[config.mk]
export PLATFORM = sky130hd
export DESIGN_NAME = axi_lite_master_arbiter
export DESIGN_NICKNAME = d
export VERILOG_FILES = /design/src/rtl/axi_lite_arb_pkg.sv /design/src/rtl/axi_arb_rr.sv /design/src/rtl/axi_lite_master_arbiter.sv
export SDC_FILE = /design/constraint.sdc
export NUM_CORES = 1
export LEC_CHECK = 0
export CAP_MARGIN = 0
export CORE_AREA = 10 10 139 141
export CTS_CLUSTER_SIZE = 14
export DETAILED_ROUTE_END_ITERATION = 8
export DIE_AREA = 0 0 149 151
export PLACE_DENSITY = 0.86
export SETUP_SLACK_MARGIN = 0.3
export SLEW_MARGIN = 20
export SYNTH_ARGS = -nofsm -noshare
export SYNTH_HDL_FRONTEND = slang
export SYNTH_HIERARCHICAL = 1
export SYNTH_SLANG_ARGS = --single-unit
[constraint.sdc]
create_clock -name clk -period 2.52 [get_ports clk]
set_clock_uncertainty 0.2 [all_clocks]
set_input_delay 0.63 -clock clk [delete_from_list [all_inputs] [get_ports clk]]
set_output_delay 0.63 -clock clk [all_outputs]
set_load 0.01 [all_outputs]
[src/rtl/axi_lite_arb_pkg.sv]
// Shared types and constants for the two-requester AXI4-lite master arbiter.
// Imported by the arbiter core and its round-robin grant unit.
package axi_lite_arb_pkg;

  localparam int N_REQ = 2;

  localparam logic [1:0] OKAY   = 2'b00;
  localparam logic [1:0] SLVERR = 2'b10;
  localparam logic [1:0] DECERR = 2'b11;

  typedef enum logic [2:0] {
    IDLE,
    WR_ADDR_DATA,
    WR_RESP,
    RD_ADDR,
    RD_DATA
  } arb_state_e;

  function automatic logic resp_is_err(input logic [1:0] r);
    return (r == SLVERR) || (r == DECERR);
  endfunction

endpackage

[src/rtl/axi_arb_rr.sv]
// Two-way arbiter with a registered last-grant pointer.
// Round-robin on ties unless FIXED_PRIO favours requester 0.
module axi_arb_rr
  import axi_lite_arb_pkg::*;
#(
  parameter bit FIXED_PRIO = 1'b0
) (
  input  logic             clk,
  input  logic             rstn,
  input  logic [N_REQ-1:0] req,
  input  logic             gnt_stb,
  output logic [N_REQ-1:0] gnt,
  output logic             gnt_id
);

  logic last;

  always_comb begin
    gnt_id = 1'b0;
    unique case (req)
      2'b10:   gnt_id = 1'b1;
      2'b11:   gnt_id = FIXED_PRIO ? 1'b0 : ~last;
      default: gnt_id = 1'b0;
    endcase
    gnt = (req == '0) ? '0 : (N_REQ'(1) << gnt_id);
  end

  // Pointer starts at 1 so requester 0 takes the first tie.
  always_ff @(posedge clk or negedge rstn) begin
    if (!rstn) begin
      last <= 1'b1;
    end else if (gnt_stb) begin
      last <= gnt_id;
    end
  end

endmodule

[src/rtl/axi_lite_master_arbiter.sv]
// Shares one AXI4-lite master port between the loader and the MMIO path.
// One transaction in flight; responses pulse back to the granted requester.
module axi_lite_master_arbiter
  import axi_lite_arb_pkg::*;
#(
  parameter bit         FIXED_PRIO = 1'b0,
  parameter logic [2:0] AXI_PROT   = 3'b000
) (
  input  logic                   clk,
  input  logic                   rstn,
  input  logic [N_REQ-1:0]       req_valid,
  output logic [N_REQ-1:0]       req_ready,
  input  logic [N_REQ-1:0]       req_we,
  input  logic [N_REQ-1:0][31:0] req_addr,
  input  logic [N_REQ-1:0][31:0] req_wdata,
  input  logic [N_REQ-1:0][3:0]  req_wstrb,
  output logic [N_REQ-1:0]       rsp_valid,
  output logic [31:0]            rsp_rdata,
  output logic [1:0]             rsp_resp,
  output logic                   axi_awvalid,
  input  logic                   axi_awready,
  output logic [31:0]            axi_awaddr,
  output logic [2:0]             axi_awprot,
  output logic                   axi_wvalid,
  input  logic                   axi_wready,
  output logic [31:0]            axi_wdata,
  output logic [3:0]             axi_wstrb,
  input  logic                   axi_bvalid,
  output logic                   axi_bready,
  input  logic [1:0]             axi_bresp,
  output logic                   axi_arvalid,
  input  logic                   axi_arready,
  output logic [31:0]            axi_araddr,
  output logic [2:0]             axi_arprot,
  input  logic                   axi_rvalid,
  output logic                   axi_rready,
  input  logic [31:0]            axi_rdata,
  input  logic [1:0]             axi_rresp
);

  arb_state_e       state;
  logic             gid;
  logic             aw_done;
  logic             w_done;
  logic             aw_fin;
  logic             w_fin;
  logic             gnt_stb;
  logic             gnt_id;
  logic [N_REQ-1:0] gnt;

  assign axi_awprot = AXI_PROT;
  assign axi_arprot = AXI_PROT;

  assign gnt_stb   = (state == IDLE) && (|req_valid);
  assign req_ready = (state == IDLE) ? gnt : '0;

  // A channel is finished once its handshake has happened, this cycle or earlier.
  assign aw_fin = aw_done || (axi_awvalid && axi_awready);
  assign w_fin  = w_done  || (axi_wvalid  && axi_wready);

  axi_arb_rr #(
    .FIXED_PRIO(FIXED_PRIO)
  ) u_arb (
    .clk    (clk),
    .rstn   (rstn),
    .req    (req_valid),
    .gnt_stb(gnt_stb),
    .gnt    (gnt),
    .gnt_id (gnt_id)
  );

  always_ff @(posedge clk or negedge rstn) begin
    if (!rstn) begin
      state       <= IDLE;
      gid         <= 1'b0;
      aw_done     <= 1'b0;
      w_done      <= 1'b0;
      rsp_valid   <= '0;
      rsp_rdata   <= '0;
      rsp_resp    <= OKAY;
      axi_awvalid <= 1'b0;
      axi_awaddr  <= '0;
      axi_wvalid  <= 1'b0;
      axi_wdata   <= '0;
      axi_wstrb   <= '0;
      axi_bready  <= 1'b0;
      axi_arvalid <= 1'b0;
      axi_araddr  <= '0;
      axi_rready  <= 1'b0;
    end else begin
      rsp_valid <= '0;
      unique case (state)
        IDLE: begin
          if (gnt_stb) begin
            gid <= gnt_id;
            if (req_we[gnt_id]) begin
              axi_awaddr  <= req_addr[gnt_id];
              axi_wdata   <= req_wdata[gnt_id];
              axi_wstrb   <= req_wstrb[gnt_id];
              axi_awvalid <= 1'b1;
              axi_wvalid  <= 1'b1;
              aw_done     <= 1'b0;
              w_done      <= 1'b0;
              state       <= WR_ADDR_DATA;
            end else begin
              axi_araddr  <= req_addr[gnt_id];
              axi_arvalid <= 1'b1;
              state       <= RD_ADDR;
            end
          end
        end
        WR_ADDR_DATA: begin
          if (axi_awvalid && axi_awready) begin
            axi_awvalid <= 1'b0;
            aw_done     <= 1'b1;
          end
          if (axi_wvalid && axi_wready) begin
            axi_wvalid <= 1'b0;
            w_done     <= 1'b1;
          end
          if (aw_fin && w_fin) begin
            axi_bready <= 1'b1;
            state      <= WR_RESP;
          end
        end
        WR_RESP: begin
          if (axi_bvalid) begin
            axi_bready     <= 1'b0;
            rsp_resp       <= axi_bresp;
            rsp_valid[gid] <= 1'b1;
            state          <= IDLE;
          end
        end
        RD_ADDR: begin
          if (axi_arready) begin
            axi_arvalid <= 1'b0;
            axi_rready  <= 1'b1;
            state       <= RD_DATA;
          end
        end
        RD_DATA: begin
          if (axi_rvalid) begin
            axi_rready     <= 1'b0;
            rsp_rdata      <= axi_rdata;
            rsp_resp       <= axi_rresp;
            rsp_valid[gid] <= 1'b1;
            state          <= IDLE;
          end
        end
        default: state <= IDLE;
      endcase
    end
  end

endmodule

==> flow_summary.toml <==
[final_layout]
final_cell_area_sq_um = 11440
fillers = 1180
n_antenna_cell = 0
regArea_sq_um = 3710
nNetsFinal = 1040
drive_gt1_share_pct = 28.85
multi_input_area_sq_um = 2815
area_delta_synth_final_pct = 71.76

[synth]
post_synth.cell_area_avg_sq_um = 13.30
synth_area_sq_um = 6663
ys_types = 41
ys_warn_count = 6
synth_seq_cells = 148
synth_edf_count = 0
syn_inst = 501
ys_seq_area_share_pct = 55.61
async_reset_ff_share_pct = 100.0
synth_ff_type = "dfrtp_1"

[power]
power_frac_comb_pct = 48.3
vdd_drop_max_mv = 0.6709
sw_frac_of_total_pct = 33.06
p_leak_nw = 4.925
power.internal_mw = 8.935
seqPwrFrac_pct = 31.9
power.switching_mw = 4.413
cellPowerDensity_nw_per_um2 = 1166
p_clk_share_pct = 19.7

[hold_path]
min_to = "rsp_valid[0]"
holdCritPathClass = "flip-flop to flip-flop"
hold_depth = 1
min_from = "gid"

[clock_network]
cts_tree = "yes"
h-tree-depth = 4
clkSlewWorstSetupHoldPaths_ns = 0.06
cts_buffers = 17
clock_path_buffers = 2
clkSinkCount = 148
root_buffer = "clkbuf_16"
clk_latency_ns = 0.41

[floorplanning]
fp-row-count = 47
start_util_pct = 40.46
die_width_um = 149
boundaryPins = 332
die_h_um = 151
dieArea_sq_um = 22500
core_sq_um = 16470

[grt]
antenna_found_initial = 0
grt_pass1_vias = 6025
grt_usage_pct = 19.54
grt_pass1_wl_um = 34310
overflow = 0
grt_max_degree = 45

[job]
maxCapViolations = 0

[detailed_routing]
vias = 5617
ant_nets = 0
routed_via_density = 5.153
drt_iter0_markers = 228
drc = 0
wl_per_cell_um = 22.38
drt-pass1-iter-count = 4
wl_um = 24390

[sta]
fmax_ghz = 0.4512
setup_viol = 0
fin_crit_sh_pct = 87.95
final.min_clock_period_ns = 2.216
rsz0062_at_grt = "true"
hold_viol = 0
hold_ws_ns = 0.2494
slew_violations = 0

[placement]
gp_congestion = 0.8580
numPortBuffers = 325
hpwl_um = 17350
post_dp_cell_area_sq_um = 10330

[critical_path]
slowest_delay_ns = 0.45
crit_required_ns = 1.69
worst_ep_arrival_time_ns = 1.39
path_max_fanout = 5
rr_endpoint = "axi_awaddr[19]"
startpoint_type = "flip-flop"
cp_cell_sequence = "nor3_4 > and2_4 > buf_6"
endpoint_kind = "output pin"
crit_type = "flip-flop to output pin"
reg2regPathDepth = 6
ff2ff_setup_slack_ns = 0.32
timing.rr.start = "state[0]"
slowest_stage = "dfrtp_2"

[status]
status = "finished clean"
==> state kept, by name, summed over array words and instances (netlist names), 2 cells and up <==
name / cells
axi_wstrb: 4
rsp_resp: 2
axi_wdata: 32
rsp_rdata: 32
axi_araddr: 32
state: 3
axi_awaddr: 32
rsp_valid: 2
==> worst max-delay path by stage <==
stage / startpoint / endpoint / slack [ns]
after floorplan: req_valid[1] / axi_awaddr[10] / 0.28
after global placement: req_valid[1] / req_ready[1] / -0.42
after detailed placement: req_valid[1] / axi_araddr[5] / -0.40
after CTS: u_arb/last / req_ready[0] / 0.24
after global routing: state[2] / req_ready[1] / 0.23
final: state[2] / req_ready[1] / 0.30
==> critical path, delay by kind of cell, from the launching register on <==
| family | cells | cell delay (ns) |
|---|---|---|
| flops | 1 | 0.45 |
| simple gates | 2 | 0.42 |
| buf+inv | 1 | 0.10 |
==> cells in the final DEF, fill, tap and decap left out, types with 9 or more instances in the layout <==
master / n
clkdlybuf4s50_1: 292
dfrtp_1: 143
mux2_2: 132
mux2i_1: 36
a21oi_1: 34
a31oi_1: 32
buf_4: 26
clkbuf_16: 25
dlymetal6s2s_1: 23
buf_12: 10
buf_6: 9
==> cells in the mapped netlist, types with 2 or more instances <==
master	instances	area share, %
dfrtp_1	147	55
nor2b_1	3	0.28
nand3b_1	2	0.23
o21ai_0	4	0.30
a221oi_1	2	0.26
nor3_1	5	0.38
a211oi_1	3	0.34
buf_4	12	1.4
nand2b_1	2	0.19
and2_1	3	0.28
buf_2	10	0.75
inv_1	6	0.34
or3_1	3	0.28
nor4bb_1	2	0.30
clkbuf_1	19	1.1
a21boi_0	2	0.23
mux2i_1	37	5.6
a31oi_1	37	3.5
a21oi_1	40	3.0
buf_6	3	0.51
mux2_2	134	23
nor2_1	5	0.28
a211o_1	2	0.26
==> logic make-up after synthesis <==
logic type / after synthesis / synth area share [%]
buffers and inverters: 51 / 4.075
other: 1 / 0.05628
DFF: 148 / 55.61
muxes: 172 / 28.43
and+or+nand+nor: 32 / 3.061
AOI/OAI and AO/OA: 97 / 8.770
==> power groups by stage <==
| stage | clock (mW) | sequential (mW) | combinational, mW |
|---|---|---|---|
| 2_1_floorplan | 0 | 4.72 | 2.15 |
| 3_3_place_gp | 0 | 4.22 | 5.99 |
| 3_5_place_dp | 0 | 4.29 | 6.11 |
| 4_1_cts | 2.67 | 4.26 | 6.19 |
| 5_1_grt | 2.79 | 4.39 | 6.88 |
| 6_report | 2.64 | 4.26 | 6.45 |
==> per-layer routing <==
metal	GRT usage [%]	vias up	wire, um	share of wire [%]
met2	34.14	221	12650	52
met1	20.64	2827	9004	37
li1	-	2541	-	-
met4	5.937	0	536	2.2
met3	9.039	28	2200	9.0
met5	0	-	0	0
==> cell type report <==
| cell class | instances | share of cell area, % |
|---|---|---|
| clock inverter | 14 | 1.564 |
| inverter | 6 | 0.1968 |
| clock buffer | 18 | 3.838 |
| sequential | 148 | 32.42 |
| timing repair buffer | 377 | 34.98 |
| tap | 220 | 2.405 |
| multi-input combinational | 307 | 24.60 |
==> per-stage QoR <==
stage | setup slack [ns] | total power [mW] | instances | utilization (%) | TNS, ns
floorplan | 0.2779 | 6.873 | 506 | - | 0
global placement | -0.4154 | 10.21 | 1034 | 62.75 | -32.51
detailed placement | -0.4041 | 10.40 | 1034 | 62.75 | -37.79
CTS | 0.2429 | 13.13 | 1073 | 66.96 | 0
global route | 0.2261 | 14.06 | 1090 | 69.50 | 0
finish | 0.3037 | 13.35 | 1090 | 69.50 | 0
==> repair_timing <==
item,CTS,global route
hold endpoints to repair,25,0
hold buffers,1,0
setup buffers,5,8
cloned,1,9
endpoints found under the setup margin,145,108
pin swaps,3,4
gates resized for setup,21,51
Note: power is estimated with default switching activity, not from simulation.
